File: config.mk
export PLATFORM = sky130hd
export DESIGN_NAME = fetch_sequencer
export DESIGN_NICKNAME = d
export VERILOG_FILES = /design/src/rtl/cpu_types_pkg.sv /design/src/rtl/pc_target_mux.sv /design/src/rtl/fetch_sequencer.sv
export SDC_FILE = /design/constraint.sdc
export NUM_CORES = 1
export LEC_CHECK = 0
export BUFFER_PORTS_ARGS = -buffer_cell sky130_fd_sc_hd__buf_2
export CAP_MARGIN = 0
export CORE_ASPECT_RATIO = 1.4
export CORE_MARGIN = 10
export CORE_UTILIZATION = 49
export DETAILED_ROUTE_END_ITERATION = 10
export PLACE_DENSITY_LB_ADDON = 0.15
export SLEW_MARGIN = 20
export SYNTH_ARGS = -nofsm -noshare
export SYNTH_HDL_FRONTEND = slang
export SYNTH_SLANG_ARGS = --single-unit
File: constraint.sdc
create_clock -name CLK -period 2.6 [get_ports CLK]
set_input_delay 0.39 -clock CLK [delete_from_list [all_inputs] [get_ports CLK]]
set_output_delay 0.39 -clock CLK [all_outputs]
set_load 0.03 [all_outputs]
File: src/rtl/cpu_types_pkg.sv
// Shared core types: data word, jump immediate width and the fetch FSM state encoding.
package cpu_types_pkg;

   localparam int unsigned ADDR_W = 26;

   typedef logic [31:0] word_t;

   typedef enum logic [1:0] {
      RUN        = 2'd0,
      REDIR_WAIT = 2'd1,
      HALTED     = 2'd2
   } fetch_state_t;

   // Instruction addresses are word aligned; drop the byte offset.
   function automatic word_t align_pc(input word_t addr);
      return {addr[31:2], 2'b00};
   endfunction

endpackage

File: src/rtl/pc_target_mux.sv
// Redirect target select: taken branch over jump, JR over J/JAL; result is word aligned.
module pc_target_mux
   import cpu_types_pkg::*;
(
   input  logic              br_taken,
   input  word_t             br_target,
   input  logic              j_reg,
   input  word_t             j_pc4,
   input  logic [ADDR_W-1:0] imm26,
   input  word_t             jr_target,
   output word_t             target
);

   always_comb begin
      target = '0;
      if (br_taken) begin
         target = align_pc(br_target);
      end else if (j_reg) begin
         target = align_pc(jr_target);
      end else begin
         target = {j_pc4[31:28], imm26, 2'b00};
      end
   end

endmodule

File: src/rtl/fetch_sequencer.sv
// PC owner and instruction fetch sequencer (RUN / REDIR_WAIT / HALTED).
// Optional FETCH_PERF_EN adds saturating fetch_cnt / stall_cnt counters.
module fetch_sequencer
   import cpu_types_pkg::*;
#(
   parameter word_t PC_RESET = 32'h0000_0000
) (
   input  logic              CLK,
   input  logic              RST,
   input  logic              ihit,
   input  logic              stall,
   input  logic              halt,
   input  logic              br_taken,
   input  word_t             br_target,
   input  logic              j_valid,
   input  logic              j_reg,
   input  word_t             j_pc4,
   input  logic [ADDR_W-1:0] imm26,
   input  word_t             jr_target,
`ifdef FETCH_PERF_EN
   output logic [31:0]       fetch_cnt,
   output logic [31:0]       stall_cnt,
`endif
   output logic              iREN,
   output word_t             imemaddr,
   output word_t             pc4,
   output logic              fetch_valid,
   output logic              flush,
   output logic              halted
);

   fetch_state_t state;
   word_t        pc;
   word_t        saved_tgt;
   word_t        target;
   logic         redir;
   logic         active;

   pc_target_mux u_target_mux (
      .br_taken  (br_taken),
      .br_target (br_target),
      .j_reg     (j_reg),
      .j_pc4     (j_pc4),
      .imm26     (imm26),
      .jr_target (jr_target),
      .target    (target)
   );

   assign redir  = br_taken | j_valid;
   // Outputs stay quiet while reset is held and come alive as soon as it drops.
   assign active = ~RST;

   always_comb begin
      imemaddr    = pc;
      pc4         = pc + 32'd4;
      halted      = (state == HALTED);
      iREN        = active & (state != HALTED);
      flush       = active & redir & (state != HALTED);
      fetch_valid = active & (state == RUN) & ihit & ~stall & ~redir & ~halt;
   end

   always_ff @(posedge CLK or posedge RST) begin
      if (RST) begin
         state     <= RUN;
         pc        <= align_pc(PC_RESET);
         saved_tgt <= '0;
      end else begin
         unique case (state)
            RUN: begin
               if (halt) begin
                  state <= HALTED;
               end else if (redir) begin
                  if (ihit) begin
                     pc <= target;
                  end else begin
                     // Miss in flight for the current address: park the target.
                     saved_tgt <= target;
                     state     <= REDIR_WAIT;
                  end
               end else if (!stall && ihit) begin
                  pc <= pc + 32'd4;
               end
            end
            REDIR_WAIT: begin
               if (halt) begin
                  state <= HALTED;
               end else if (ihit) begin
                  pc    <= redir ? target : saved_tgt;
                  state <= RUN;
               end else if (redir) begin
                  saved_tgt <= target;
               end
            end
            HALTED: begin
               state <= HALTED;
            end
            default: begin
               state <= HALTED;
            end
         endcase
      end
   end

`ifdef FETCH_PERF_EN
   always_ff @(posedge CLK or posedge RST) begin
      if (RST) begin
         fetch_cnt <= '0;
         stall_cnt <= '0;
      end else if (state != HALTED) begin
         if (fetch_valid && fetch_cnt != 32'hFFFF_FFFF) begin
            fetch_cnt <= fetch_cnt + 32'd1;
         end
         if (iREN && !fetch_valid && stall_cnt != 32'hFFFF_FFFF) begin
            stall_cnt <= stall_cnt + 32'd1;
         end
      end
   end
`endif

endmodule
# Word-level counts from Yosys, hierarchy flattened
# Index checks and enable logic that the tools add are counted.
# W data, S select, Z words.
[classes]
n_addsub = 1
n_eq_ne = 14
n_mux = 22
bitwise_logic = 13
reduce_logical = 7
[op_table]
columns = ["cell", "count"]
rows = [
  ["$mux W32", 14],
  ["$pmux W32 S2", 2],
  ["$add A32 B3 Y32 const B", 1],
  ["$ne A2 B2 Y1 const B", 7],
  ["$ne A3 B3 Y1 const B", 4],
  ["$reduce_and A6 Y1", 2],
  ["$mux W2", 5],
  ["$and A1 B1 Y1", 8],
  ["$not A1 Y1", 4],
  ["$pmux W2 S2", 1],
  ["$ne A3 B2 Y1 const B", 1],
  ["$reduce_and A3 Y1", 1],
  ["$eq A2 B1 Y1 const B", 1],
  ["$eq A2 B2 Y1 const B", 1],
  ["$logic_not A2 Y1", 1],
  ["$reduce_bool A2 Y1", 1],
  ["$logic_and A1 B1 Y1", 1],
  ["$logic_not A1 Y1", 1],
  ["$or A1 B1 Y1", 1],
]
[word_totals]
reg_bits = 66
word_cells = 60

# Depth between registers and ports, before layout
[depth]
depth_word = 6
ltp_mapped = 7
mapped_depth_nobuf = 6

# Hierarchy
# From an unflattened synthesis, not the netlist that was laid out.
[hier_totals]
cells_unflattened = 493
hier_area_um2 = 4570.6
[by_module_without_submodules]
columns = ["module", "n_inst", "cells_per_inst", "area_each_um2"]
rows = [
  ["fetch_sequencer", 1, 389, 3883.7],
  ["pc_target_mux", 1, 104, 686.9],
]

# Worst setup path after synthesis
# OpenSTA, ideal clock, no wires.
[synth_timing]
path_kind = "reg-to-output"
start = "register pc[2] (netlist: imemaddr[2])"
end = "output port pc4[26]"
arrival_ns = 2.100
path_slack_ns = 0.110
stages_incl_launch_ff = 6
n_path_buf = 0
cell_sequence = "dfrtp_1 ha_1 nand3_1 nor2_1 and3_1 xor2_1"
[synth_via]
elab_chain_len = 1
[synth_lines]
columns = ["item", "line", "text"]
rows = [
  ["start: declaration", "fetch_sequencer.sv:33", "word_t pc;"],
  ["start signal: assignment", "fetch_sequencer.sv:65", "pc <= align_pc(PC_RESET);"],
  ["start signal: assignment", "fetch_sequencer.sv:74", "pc <= target;"],
  ["start signal: assignment", "fetch_sequencer.sv:81", "pc <= pc + 32'd4;"],
  ["$add A32 B3 Y32", "fetch_sequencer.sv:55", "pc4 = pc + 32'd4;"],
  ["end: declaration", "fetch_sequencer.sv:26", "output word_t pc4,"],
]
# No other way between the ends.

# Worst setup path after layout
[layout_timing]
start = "register pc[6] (netlist: imemaddr[6])"
end = "output port pc4[12]"
# The elaborated chain is that of the path after synthesis.

==> impl_summary.txt <==
----------------------------------------------------
[Critical path]
  Kind of start point of the critical path ... flop
  Critical Path, Cell by Cell ... nand4_4 > buf_4 > nor3_1 > xor2_1 > buf_2
  Buf/Inv on CP ... 2
  Worst path required time ... 2210 ps
  Crit-path leading delay family ... simple AND/OR/NAND/NOR gates
  Cell type of the slowest stage on the worst timing path ... sky130_fd_sc_hd__dfrtp_1
  CP endpoint kind ... output pin
  Reg-to-Reg Start ... state[1]
  Max incr delay on CP ... 470 ps
  Worst r2r dst ... imemaddr[21]
  Critical Path Fanout Max ... 8
  Critical path data arrival time ... 2120 ps
  Critical path class ... flop to output pin
  Slack of the worst reg-to-reg path ... 610 ps
  Worst reg2reg path depth ... 5

[Floorplanning]
  Horizontal die dimension ... 102.3 µm
  Number of top-level design ports ... 198
  Rows ... 42
  Core outline area ... 9354 µm²
  Total Die Area ... 13840 µm²
  Starting density of the core ... 49.71%
  DIE HEIGHT ... 135.3 µm

[Global route]
  Overall global routing resource usage ... 23.18%
  Largest net degree at the start of global routing ... 29
  Number of antenna violations at the first check in global routing ... 0
  First-pass GRT wire length ... 25.41 mm
  Final global-route overflow total ... 0
  Number of global-route vias before repair ... 4927

[Route]
  Wire length reported by the detailed router ... 16.30 mm
  Number of search-and-repair iterations in the first detailed-routing pass ... 5
  Count of unresolved DRC violations after routing ... 0
  Antenna viol nets, final ... 0
  Total vias in the final route ... 4853
  Drt via density ... 6.066
  Routed length per instance ... 20.37 µm
  Number of DRC markers in iteration 0 ... 291

[Placement]
  Port-buffer cells ... 165
  Placer Congestion ... 0.9198
  Post-Place Setup Slack ... 305.5 ps
  HPWL after detailed placement ... 12.68 mm
  Cells after DPL ... 783

[Logic synthesis]
  Number of synthesis warnings ... 0
  Cell variety after synth ... 67
  FF+latch count, synth ... 66
  Share of flip-flops with an asynchronous set or reset after synthesis ... 100.0%
  Fraction of the yosys area taken by sequential cells ... 35.52%
  Synth Area per Inst ... 8.993 µm²
  Cell count after synthesis ... 517
  Prevailing post-synth register cell ... sky130_fd_sc_hd__dfrtp_1
  Total nets after synthesis ... 648
  Synthesized cell area ... 4649 µm²
  EDFF count, synth ... 0

[Clock tree]
  Clock insertion delay at the later pin of the skew report ... 340 ps
  Maximum buffer depth of the clock tree ... 2
  Clock-pin slew reported for the worst setup and hold paths after clock tree synthesis ... 50 ps
  Clk Tree Root Cell ... sky130_fd_sc_hd__clkbuf_16
  Max H-tree Level ... 3
  Clock tree from TritonCTS ... built
  Hold buffer count at CTS ... 0
  Clock sink count ... 66
  Inserted Clock Buffers ... 9

[Timing]
  Post-route setup slack ... 85.82 ps
  Actual transition at the worst max-transition pin ... 928.3 ps
  Slew headroom ... 37.98%
  Count of pins over their slew limit ... 0
  Top achievable clock speed ... 397.7 MHz
  Number of setup violations in the final report ... 0
  Final number of hold-violating endpoints ... 0
  Final period util ... 96.70%
  Worst clock skew on the final layout ... 3.785 ps
  Final worst path period need ... 2514 ps
  Setup repair after global routing missed its margin ... true

[Cells and area]
  Fraction of final layout cells with drive strength greater than 1 ... 39.28%
  Final-stage net count ... 818
  Filler Cells Inserted ... 830
  Layout overhead on the synthesized area ... 28.07%
  Post-route core utilization ... 63.66%
  Total inserted antenna cells ... 0
  Leading cell type in the layout, fill and taps excluded ... sky130_fd_sc_hd__buf_2
  Post-route non-filler standard cell count ... 800
  Most frequent cells in the layout ... 165 x sky130_fd_sc_hd__buf_2, 60 x sky130_fd_sc_hd__nand2_1, 57 x sky130_fd_sc_hd__dfrtp_1

[Status]
  Result of the run ... completed

[Min path]
  Worst min path class ... input port to async pin

[Power and ir drop]
  Maximum vdd ir drop ... 389.9 µV
  Leak Pwr ... 0.002968 µW
  Total power ... 3276 µW
  Ratio of total power to cell area ... 550.2 nW/µm²

[Job]
  # Max-Cap Violations ... 0

----------------------------------------------------
-- layout make-up --
cell class / instances / area (µm²) / share of cell area [%]
multi-input cells: 406 / 2788 / 46.82
flip-flops and latches: 66 / 1663 / 27.93
repair buffers: 197 / 1066 / 17.90
clock buffers: 10 / 229.0 / 3.845
well taps: 110 / 137.6 / 2.311
clock inverters: 4 / 45.04 / 0.7565
inverters: 7 / 26.28 / 0.4413
-- cells in the mapped netlist (8+ instances only) --
master,count,area (µm²)
sky130_fd_sc_hd__buf_2,11,55.05
sky130_fd_sc_hd__clkbuf_1,9,33.78
sky130_fd_sc_hd__xor2_1,12,105.1
sky130_fd_sc_hd__nor2_1,46,172.7
sky130_fd_sc_hd__o21ai_0,45,225.2
sky130_fd_sc_hd__mux2_2,28,315.3
sky130_fd_sc_hd__nor3_1,8,40.04
sky130_fd_sc_hd__xnor2_1,16,140.1
sky130_fd_sc_hd__nand2_1,60,225.2
sky130_fd_sc_hd__mux2i_1,31,310.3
sky130_fd_sc_hd__nand4_1,14,87.58
sky130_fd_sc_hd__a21oi_1,18,90.09
sky130_fd_sc_hd__dfrtp_1,66,1652
sky130_fd_sc_hd__a222oi_1,10,100.1
sky130_fd_sc_hd__nand3_1,17,85.08
-- report_power, final --
part	switching, µW	total [µW]	internal (µW)
Combinational	542	866	324
Clock	434	1160	726
Sequential	128	1250	1120
Total	1100	3280	2170
-- registers in the layout, indices dropped and copies added (netlist names) --
signal / cells
imemaddr: 32
saved_tgt: 32
state: 2
-- worst max-delay path by stage --
stage	start	to	slack [ps]	depth (start not counted)
finish	imemaddr[6]	pc4[12]	90	5
CTS	imemaddr[3]	pc4[16]	20	5
global placement	imemaddr[19]	pc4[27]	330	5
global route	imemaddr[3]	pc4[24]	-1	6
floorplan	imemaddr[2]	pc4[26]	110	5
detailed placement	imemaddr[3]	pc4[26]	310	6
-- logic make-up (layout without fill, tap and decap cells) --
family / count (synthesis) / after routing / share of synthesized area (%)
DFF: 66 / 66 / 35.52
muxes: 59 / 59 / 13.46
xor gates and xnor gates: 28 / 28 / 5.274
and+or+nand+nor: 188 / 188 / 20.91
buffers and inverters: 45 / 218 / 5.785
AOI/OAI and AO/OA: 130 / 130 / 18.78
adders and majority gates: 1 / 1 / 0.2691
-- metrics by stage --
step	TNS (ps)	hold WS (ps)	area (µm²)
after floorplan	0	440.7	4649
after global placement	0	452.4	5588
after detailed placement	0	466.0	5588
after CTS	0	132.1	5884
after global routing	-1.499	166.5	5954
final	0	118.3	5954
-- routing by layer --
layer	global-route usage, %	share of wire (%)	vias to the layer above
li1	-	-	2261
met2	40.07	51	235
met1	26.27	38	2322
met5	0	0	-
met3	5.516	8.2	35
met4	10.22	2.7	0
-- worst register-to-register path, delay by kind of cell (launching register included) --
kind	cells	cell delay [ps]
AOI/OAI and AO/OA	3	550
DFF	1	450
and+or+nand+nor	2	910
-- what timing repair did --
| action | 4_1_cts | 5_1_grt |
|---|---|---|
| resized for setup | 8 | 13 |
| setup endpoints to repair | 5 | 14 |
| buffers inserted | 0 | 3 |
| pin swaps | 0 | 5 |
(Power assumes the default switching activity.)
